[src/rtl/cla_pkg.sv]
`default_nettype none
// ============================================================================
// Module   : cla_pkg
// Purpose  : Shared constants, types and helpers for the pipelined
//            carry-lookahead adder (cla_pipe_adder) and its 4-bit group.
// Contents : CLA_GROUP_W - width of one lookahead group
//            cla_ctl_t   - per-stage control payload (carry, valid)
//            cla_ovf()   - signed overflow from the two top carries
// Revision : 1.0 - initial release
// ============================================================================
package cla_pkg;

   localparam int CLA_GROUP_W = 4;

   // Control part of the stage payload. The datapath part (partial sum and
   // operand tails) depends on WIDTH, so it is wrapped around this struct
   // inside the adder itself.
   typedef struct packed {
      logic carry;   // carry into the next slice
      logic valid;   // slot holds a real operation
   } cla_ctl_t;

   // Two's-complement overflow: carry into the MSB differs from carry out.
   function automatic logic cla_ovf(input logic c_into_msb, input logic c_out_msb);
      return c_into_msb ^ c_out_msb;
   endfunction

endpackage
`default_nettype wire

[src/rtl/cla_group4.sv]
`default_nettype none
// ============================================================================
// Module   : cla_group4
// Purpose  : 4-bit carry-lookahead group. All internal carries are computed
//            directly from generate/propagate terms (no internal ripple) and
//            the group generate/propagate are exported for chaining.
// Ports    : a, b  [3:0] in  - operand bits
//            cin         in  - carry into bit 0
//            sum   [3:0] out - sum bits
//            g           out - group generate
//            p           out - group propagate
// Revision : 1.0 - initial release
// ============================================================================
module cla_group4
   import cla_pkg::*;
(
   input  logic [CLA_GROUP_W-1:0] a,
   input  logic [CLA_GROUP_W-1:0] b,
   input  logic                   cin,
   output logic [CLA_GROUP_W-1:0] sum,
   output logic                   g,
   output logic                   p
);

   logic [CLA_GROUP_W-1:0] w_g;
   logic [CLA_GROUP_W-1:0] w_p;
   logic [CLA_GROUP_W-1:0] w_c;

   assign w_g = a & b;
   assign w_p = a ^ b;

   assign w_c[0] = cin;
   assign w_c[1] = w_g[0] | (w_p[0] & cin);
   assign w_c[2] = w_g[1] | (w_p[1] & w_g[0]) | (w_p[1] & w_p[0] & cin);
   assign w_c[3] = w_g[2] | (w_p[2] & w_g[1]) | (w_p[2] & w_p[1] & w_g[0])
                 | (w_p[2] & w_p[1] & w_p[0] & cin);

   assign sum = w_p ^ w_c;

   assign g = w_g[3] | (w_p[3] & w_g[2]) | (w_p[3] & w_p[2] & w_g[1])
            | (w_p[3] & w_p[2] & w_p[1] & w_g[0]);
   assign p = &w_p;

endmodule
`default_nettype wire

[src/rtl/cla_pipe_adder.sv]
`default_nettype none
// ============================================================================
// Module   : cla_pipe_adder
// Purpose  : Pipelined carry-lookahead adder/subtractor. A WIDTH-bit
//            operation is split into STAGES slices; each stage resolves one
//            slice with chained 4-bit lookahead groups and registers the
//            carry for the next. One operation per clock, latency STAGES.
//            A single global stall freezes the whole pipe when the output
//            slot is occupied and not being taken.
// Ports    : clk, rst_n           - clock, asynchronous active-low reset
//            InputA, InputB [W]   - operands
//            Cin                  - carry-in (add) / borrow-in (sub)
//            Sub                  - 0: A+B+Cin, 1: A-B-Cin
//            in_valid / in_ready  - input handshake
//            Out [W], Cout, Ovf   - result, raw MSB carry, signed overflow
//            out_valid / out_ready- output handshake
// Revision : 1.0 - initial release
// ============================================================================
module cla_pipe_adder
   import cla_pkg::*;
#(
   parameter int WIDTH  = 32,
   parameter int STAGES = 4
)
(
   input  logic             clk,
   input  logic             rst_n,
   input  logic [WIDTH-1:0] InputA,
   input  logic [WIDTH-1:0] InputB,
   input  logic             Cin,
   input  logic             Sub,
   input  logic             in_valid,
   output logic             in_ready,
   output logic [WIDTH-1:0] Out,
   output logic             Cout,
   output logic             Ovf,
   output logic             out_valid,
   input  logic             out_ready
);

   localparam int c_stg    = (STAGES < 1) ? 1 : STAGES;
   localparam int c_slice  = WIDTH / c_stg;
   localparam int c_ngrp   = c_slice / CLA_GROUP_W;

   if ((STAGES < 1) || ((WIDTH % (CLA_GROUP_W * c_stg)) != 0)) begin : g_param_check
      $error("cla_pipe_adder: WIDTH must be a multiple of 4*STAGES and STAGES >= 1");
   end

   // Stage payload. Operand tails shift right by one slice per stage so the
   // active slice is always at the bottom; the partial sum shifts right with
   // each new slice entering at the top, so after the last stage it is the
   // aligned result.
   typedef struct packed {
      logic [WIDTH-1:0] psum;
      logic [WIDTH-1:0] atail;
      logic [WIDTH-1:0] btail;
      cla_ctl_t         ctl;
   } stage_t;

   stage_t             r_pipe [c_stg];
   stage_t             w_in   [c_stg];
   stage_t             w_next [c_stg];
   logic [c_slice-1:0] w_sum  [c_stg];
   logic [c_ngrp:0]    w_gc   [c_stg];
   logic [c_ngrp-1:0]  w_gg   [c_stg];
   logic [c_ngrp-1:0]  w_gp   [c_stg];

   logic             w_en;
   logic [WIDTH-1:0] w_bop;
   logic             w_c0;
   logic             w_c_msb;
   logic             r_ovf;

   // Subtraction as A + ~B + ~Cin: borrow-in becomes an inverted carry-in.
   assign w_bop = Sub ? ~InputB : InputB;
   assign w_c0  = Sub ? ~Cin    : Cin;

   // Global stall: everything advances only if the output slot frees up.
   assign w_en     = !r_pipe[c_stg-1].ctl.valid || out_ready;
   assign in_ready = w_en;

   for (genvar k = 0; k < c_stg; k++) begin : g_stage
      if (k == 0) begin : g_head
         assign w_in[k] = '{psum:  '0,
                            atail: InputA,
                            btail: w_bop,
                            ctl:   '{carry: w_c0, valid: in_valid}};
      end else begin : g_body
         assign w_in[k] = r_pipe[k-1];
      end

      assign w_gc[k][0] = w_in[k].ctl.carry;

      for (genvar j = 0; j < c_ngrp; j++) begin : g_grp
         cla_group4 u_grp (
            .a   (w_in[k].atail[j*CLA_GROUP_W +: CLA_GROUP_W]),
            .b   (w_in[k].btail[j*CLA_GROUP_W +: CLA_GROUP_W]),
            .cin (w_gc[k][j]),
            .sum (w_sum[k][j*CLA_GROUP_W +: CLA_GROUP_W]),
            .g   (w_gg[k][j]),
            .p   (w_gp[k][j])
         );
         assign w_gc[k][j+1] = w_gg[k][j] | (w_gp[k][j] & w_gc[k][j]);
      end

      assign w_next[k] = '{psum:  (w_in[k].psum >> c_slice) |
                                  (WIDTH'(w_sum[k]) << (WIDTH - c_slice)),
                           atail: w_in[k].atail >> c_slice,
                           btail: w_in[k].btail >> c_slice,
                           ctl:   '{carry: w_gc[k][c_ngrp], valid: w_in[k].ctl.valid}};
   end

   // Carry into the MSB recovered from the top sum bit: s = a ^ b ^ c.
   assign w_c_msb = w_sum[c_stg-1][c_slice-1]
                  ^ w_in[c_stg-1].atail[c_slice-1]
                  ^ w_in[c_stg-1].btail[c_slice-1];

   always_ff @(posedge clk or negedge rst_n) begin
      if (!rst_n) begin
         for (int i = 0; i < c_stg; i++) begin
            r_pipe[i] <= '0;
         end
         r_ovf <= 1'b0;
      end else if (w_en) begin
         for (int i = 0; i < c_stg; i++) begin
            r_pipe[i] <= w_next[i];
         end
         r_ovf <= cla_ovf(w_c_msb, w_gc[c_stg-1][c_ngrp]);
      end
   end

   assign Out       = r_pipe[c_stg-1].psum;
   assign Cout      = r_pipe[c_stg-1].ctl.carry;
   assign out_valid = r_pipe[c_stg-1].ctl.valid;
   assign Ovf       = r_ovf;

endmodule
`default_nettype wire
[config.mk]
export PLATFORM = sky130hd
export DESIGN_NAME = cla_pipe_adder
export DESIGN_NICKNAME = d
export VERILOG_FILES = /design/src/rtl/cla_pkg.sv /design/src/rtl/cla_group4.sv /design/src/rtl/cla_pipe_adder.sv
export SDC_FILE = /design/constraint.sdc
export NUM_CORES = 1
export LEC_CHECK = 0
export BUFFER_PORTS_ARGS = -buffer_cell sky130_fd_sc_hd__buf_2
export CAP_MARGIN = 15
export CELL_PAD_IN_SITES_DETAIL_PLACEMENT = 0
export CELL_PAD_IN_SITES_GLOBAL_PLACEMENT = 2
export CORE_MARGIN = 5
export CORE_UTILIZATION = 36
export DETAILED_ROUTE_END_ITERATION = 10
export GPL_ROUTABILITY_DRIVEN = 0
export GPL_TIMING_DRIVEN = 1
export PLACE_DENSITY = 0.77
export SETUP_SLACK_MARGIN = 0.1
export SLEW_MARGIN = 25
export SYNTH_ARGS = -nofsm -noshare
export SYNTH_HDL_FRONTEND = slang
export SYNTH_SLANG_ARGS = --single-unit
[constraint.sdc]
create_clock -name clk -period 3.1 [get_ports clk]
set_clock_uncertainty 0.2 [all_clocks]
set_input_delay 0.62 -clock clk [delete_from_list [all_inputs] [get_ports clk]]
set_output_delay 0.62 -clock clk [all_outputs]
set_load 0.02 [all_outputs]
== After elaboration in Yosys (flattened, before gate mapping) ==
Cells that the tools add are included.

* Multiplexer cells: 2
* Reduce and logical (&&, ||, !) cells: 10
* Bitwise logic cells: 232

{| class="wikitable"
|+ Operators by type and width
! operator !! number
|-
| 1-bit AND || 120
|-
| 24-bit by 32-bit bitwise OR with 32-bit output || 3
|-
| 1-bit bitwise OR || 80
|-
| 4-bit XOR || 16
|-
| 4-bit AND || 8
|-
| 32-bit two-way mux || 1
|-
| 32-bit inverter || 1
|-
| 4-bit AND reduction || 8
|-
| 1-bit XOR || 3
|-
| 1-bit zero test || 1
|-
| 1-bit logical OR || 1
|-
| 1-bit two-way mux || 1
|-
| 1-bit inverter || 1
|}

* Word-level logic and storage cells: 263
* Output and inout port bits: 36
* Register bits after elaboration: 209

== Logic depth before layout (Yosys ltp) ==
* Word-level depth: 12
* Gate-level depth with buffers: 11
* Depth with buffers taken out: 9

== Cells and area by module ==
From an unflattened synthesis, not the netlist that was laid out.

* Cells, all modules: 680
* Area total of the unflattened synthesis: 9,265.1 um2

{| class="wikitable"
|+ By module, submodules not included
! module !! times used !! area an instance (um2) !! cells each
|-
| cla_pipe_adder || 1 || 7,803.7 || 504
|-
| cla_group4 || 8 || 182.7 || 22
|}

== Worst setup path before layout ==
No wires, ideal clock.

* Path type: in2reg
* From: input port Sub
* To: register r_pipe[388] (netlist bit)
* Buffers on the path: 2
* Path slack: 0.333 ns
* Setup time: 0.078 ns
* Stages on the path: 10
* Arrival: 2.490 ns
* Required time: 2.822 ns
* Cells stage by stage: buf_6 buf_2 xor2_1 ha_1 a21o_1 nand2_1 nand2_1 a21oi_1 fa_1 a21oi_1

* Word-level cells in the longest chain between the ends: 8

{| class="wikitable"
|+ Ends and longest elaborated chain
! element !! RTL line !! source
|-
| from (decl) || cla_pipe_adder.sv:31 || <nowiki>input logic Sub,</nowiki>
|-
| 32-bit two-way mux || cla_pipe_adder.sv:75 || <nowiki>assign w_bop = Sub ? ~InputB : InputB;</nowiki>
|-
| 4-bit XOR / 4-bit AND (equally long branches) || cla_group4.sv:30, cla_group4.sv:29 ||
|-
| 1-bit AND, on equally long branches || cla_group4.sv:40, cla_group4.sv:41 ||
|-
| 1-bit bitwise OR, or another cell as far along || cla_group4.sv:40 || <nowiki>assign g = w_g[3] | (w_p[3] & w_g[2]) | (w_p[3] & w_p[2] & w_g[1])</nowiki>
|-
| 1-bit bitwise OR / 1-bit AND (equally long branches) || cla_group4.sv:40, cla_group4.sv:41 ||
|-
| 1-bit bitwise OR || cla_group4.sv:41 || <nowiki>| (w_p[3] & w_p[2] & w_p[1] & w_g[0]);</nowiki>
|-
| 1-bit bitwise OR || cla_pipe_adder.sv:103 || <nowiki>assign w_gc[k][j+1] = w_gg[k][j] | (w_gp[k][j] & w_gc[k][j]);</nowiki>
|-
| 4-bit XOR (*) || cla_group4.sv:38 || <nowiki>assign sum = w_p ^ w_c;</nowiki>
|-
| to (signal, indexed assignment) || cla_pipe_adder.sv:126 || <nowiki>r_pipe[i] <= w_next[i];</nowiki>
|-
| to (decl) || cla_pipe_adder.sv:60 || <nowiki>stage_t r_pipe [c_stg];</nowiki>
|}

Mark *: on every way between the ends. The rest lies on a longest branch, timed or not.
A chain may end at the register's enable or synchronous reset.

== Worst setup path after layout ==
* From: register r_pipe[296] (netlist bit)
* To: register r_pipe[291] (netlist bit)

* Word-level cells in the longest chain between the ends: 8

{| class="wikitable"
|+ Ends and longest elaborated chain
! element !! RTL line !! source
|-
| 4-bit XOR / 4-bit AND (equally long branches) || cla_group4.sv:30, cla_group4.sv:29 ||
|-
| 4-bit AND reduction / 1-bit AND (equally long branches) || cla_group4.sv:42, cla_group4.sv:41 ||
|-
| 1-bit AND / 1-bit bitwise OR (equally long branches) || cla_pipe_adder.sv:103, cla_group4.sv:41 ||
|-
| 1-bit bitwise OR (*) || cla_pipe_adder.sv:103 ||
|-
| 1-bit AND (*) || cla_group4.sv:33 || <nowiki>assign w_c[1] = w_g[0] | (w_p[0] & cin);</nowiki>
|-
| 1-bit bitwise OR (*) || cla_group4.sv:33 ||
|-
| 4-bit XOR (*) || cla_group4.sv:38 ||
|-
| 24-bit by 32-bit bitwise OR with 32-bit output (*) || cla_pipe_adder.sv:106 || <nowiki>assign w_next[k] = '{psum: (w_in[k].psum >> c_slice) |</nowiki>
|}

Marked as above.

==> results.md <==
- No sink is reached through more buffers than the 2 on the longest clock path.
- Subtracting the final worst setup slack from the clock period gives 2430 ps.
- The clock drives 185 sinks.
- For this block, the routed nets add up to about 18000 microns of wire.
- The leakage dissipation is 5.11 nW.
- The startpoint class of the critical path is a flop.
- The total nets after synthesis is 1071.
- Summed over all instances, the cell type with the most area after synthesis is dfrtp_1.
- Of the total power, the clock network draws 0.224.
- The layout has between 2000 and 2500 filler cells.
- The aggregate negative setup slack is 0 ps.
- For this run, the leading register cell type out of synthesis is dfrtp_1.
- Setup repair after global routing left no endpoint under its margin.
- The total overflow left after global routing is 0.
- The clock-pin slew on the worst setup and hold paths is approximately 70 ps.
- The maximum level of the CTS H-tree is 4.
- TritonCTS built the clock tree.
- In this run the worst path has a maximum fanout of 3.
- Max-cap violations in this run came to 0.
- The buffer type at the clock tree root is clkbuf_16.
- The count of antenna-violating nets left after detailed routing is 0.
- The count of standard-cell rows is 56.
- The final-report max-slew violation count is 0.
- In this run the power density over the cells is 1030 nW/um^2.
- In the routed layout, each cell is associated on average with a via count of 4.50.
- In the post-synthesis netlist, the biggest area contributors are dfrtp_1 (53%), nand2_1 (18%), ha_1 (4.6%), xnor2_1 (3.3%), buf_4 (2.8%).
- The sequential cell fraction of total power is 0.398.
- The initial DRC count is 437.
- The initial antenna violation count is 1.
- At the pin with the least slew margin, the transition time is 562 ps.
- The unique cell type count in the Yosys netlist is 42.
- The number of enable flip-flop cells after synthesis is 0.
- In this run the cell area of the synthesized design comes to 8700 sq um.
- The run finished with clean final reports.
- The via count of the first global-routing pass came to ~6000.
- The total buffers and inverters traversed by the critical path is 0.
- Detailed routing inserted a total of ~6100 vias.
- The critical path goes through ha_1 > a21o_1 > a21oi_1 > o21bai_1 > a21o_1 > fa_1 > xnor2_1 > o21ai_0.
- In the global route stage, overall resource usage came out at 0.142.
- For this configuration, the core starts out at a cell density of 0.368.
- The worst setup path category is reg2reg.
- The placeable core region is 23600 sq um.
- The instance area at placement is 9370 sq um.
- The share of the Yosys chip area taken by registers is 0.532.
- VDD sags by at most 0.346 mV.
- Entering global routing, the biggest net connects 132 pins.
- Clock latency on the worst-skew pair, taken at its later pin, is 420 ps.
- Timing would allow up to 412 MHz.
- Detailed routing placed a total of 582 microns of wire on met3.
- The number of top-level design ports is 106.
- The die is ~170 microns wide.
- The relative slew slack is 0.626.
- After detailed routing, the average wire length per cell comes to 13.6 microns.
- The final count of hold timing violations is 0.
- A synthesized cell averages 9.05 sq um.
- The number of remaining DRC errors is 0.
- The final-layout worst hold slack is around 190 ps.
- The switching part of the total power is 0.381.
- The first global-routing pass estimated 30900 microns of wire.
- The worst setup path is captured at a flop.
- The critical-path cell with the highest stage delay is dfrtp_1.
- The switching power is 3.93 mW.
- The min-delay analysis places its worst path in the category in2reg.
- After technology mapping, the gate count stands at 961.
- The data arrival time of the critical path is 2540 ps.
- The library cells used most frequently in the layout, excluding fill and tap cells, are nand2_1 (410), dfrtp_1 (185), buf_2 (104), o21ai_0 (47), xnor2_1 (33).
- The dominant delay contributor by cell family on the critical path is compound AO/OA/AOI/OAI gates.
- The most repeated library cell on the critical path is a21o_1.
- Signal routing reaches up to met5.
- The number of setup buffers added after CTS is 0.
- The total routed wire length on the met1 layer is approximately 9700 microns.
- The die covers 27400 sq um.
- The first detailed-routing pass took 6 iterations.
- 0 antenna diodes ended up in the layout.
- The internal power of the cells totals 6.39 mW.
- The overall die height is around 170 microns.
- The synthesis warning total is 0.
- The HPWL after detailed placement is 12700 microns.
- The most frequent standard cell in the layout excluding fill and tap cells is nand2_1.
- The flop and latch count out of synthesis is between 150 and 200.
- The final layout contains between 1000 and 1500 nets.
- The count of buffers added on input and output ports is 105.
- The fraction of synthesized cell area taken by the top area cell type is 0.532.
- Once the clock tree was built, the resizer swapped 0 gates to a different size.
- Of all flip-flops after synthesis, the portion carrying an async set or reset was 1.00.
- Compared with the post-synthesis result, the final layout area differs by 15.0%.
- The share of total power dissipated in combinational logic is 0.377.
- In this run, CTS created clock tree buffers numbering 17.
- The routed wire length on met2 is 7970 microns.
- At the worst endpoint, the required time is 3210 ps.
- The setup-violating endpoint count in the final report is 0.
- Once layout is done, the placed cells without fillers occupy 10000 sq um.
- Of the cells placed in the final design, the portion with a size suffix greater than 1 is 0.150.
- The largest single stage delay on the critical path is 380 ps.
- The number of hold-repair buffers added at the cts stage is 1.
- The share of the cycle needed by the critical path after routing is 0.784.
==> synthesized netlist by cell type, drive strengths merged, types with 3 or more instances <==
library cell / instances
o21ai: 47
dfrtp: 185
a211oi: 4
nor4: 5
a21o: 9
nand3: 5
a31oi: 3
o211ai: 3
nand2: 410
fa: 8
a21oi: 32
nor3: 5
clkbuf: 31
inv: 22
xor2: 18
nand3b: 3
ha: 32
buf: 49
xnor2: 33
and3: 7
nor2: 23
==> state kept, by name, indices dropped and copies added, names as in the netlist <==
register,count
Cout,1
out_valid,1
Ovf,1
r_pipe,150
Out,32
==> cell type report <==
type / count / area [sq um] / share of cell area
sequential: 185 / 4630 / 0.463
multi-input combinational: 674 / 3550 / 0.355
timing repair buffer: 121 / 707 / 0.0707
clock buffer: 21 / 470 / 0.0470
tap: 319 / 399 / 0.0399
clock inverter: 11 / 159 / 0.0159
inverter: 22 / 87.6 / 0.00875
==> tightest hold or removal path, stage by stage <==
cell     delay, ps
buf_2           70
nand2_1         40
nand2_1         50
==> per-layer routing <==
layer  global-route usage  vias to the layer above
met5                    0                        -
met4               0.0439                        2
met3               0.0278                       18
met2                0.212                       86
met1                0.208                     2819
li1                     -                     3158
==> path summary, 6_finish.rpt <==
kind | startpoint | endpoint | slack, ps | cells past startpoint
max | r_pipe[296]$_DFFE_PN0P_ | r_pipe[291]$_DFFE_PN0P_ | 670 | 8
min | InputA[25] | r_pipe[345]$_DFFE_PN0P_ | 190 | 3
max reg2reg | r_pipe[296]$_DFFE_PN0P_ | r_pipe[291]$_DFFE_PN0P_ | 670 | 8
min reg2reg | Out[28]$_DFFE_PN0P_ | Out[28]$_DFFE_PN0P_ | 260 | 2
max in group asynchronous | rst_n | r_pipe[233]$_DFFE_PN0P_ | 1400 | 3
min in group asynchronous | rst_n | Out[5]$_DFFE_PN0P_ | 550 | 2
==> power by group through the flow <==
stage / Combinational (mW) / Sequential (mW) / Clock [mW]
after floorplan: 3.21 / 4.00 / 0
final: 3.89 / 4.11 / 2.31
after CTS: 4.00 / 4.12 / 2.39
after global placement: 3.94 / 4.14 / 0
after global routing: 4.53 / 4.25 / 2.48
after detailed placement: 3.98 / 4.16 / 0
==> cell families (layout without fill, tap and decap cells) <==
group	count (synthesis)	in the layout	synth area share
simple gates	470	470	0.214
buf+inv	102	175	0.0603
flops	185	185	0.532
compound gates	111	111	0.0758
fa+ha+maj	40	40	0.0644
mux	2	2	0.00230
xor+xnor	51	51	0.0514
==> stage by stage <==
step | util | worst slack [ps] | cells | power [mW]
after floorplan | - | 333 | 961 | 7.21
after global placement | 0.397 | 363 | 1320 | 8.08
after detailed placement | 0.397 | 321 | 1320 | 8.14
after CTS | 0.424 | 640 | 1353 | 10.5
after global routing | 0.424 | 473 | 1353 | 11.3
final | 0.424 | 671 | 1353 | 10.3
Note: power is estimated with default switching activity, not from simulation.
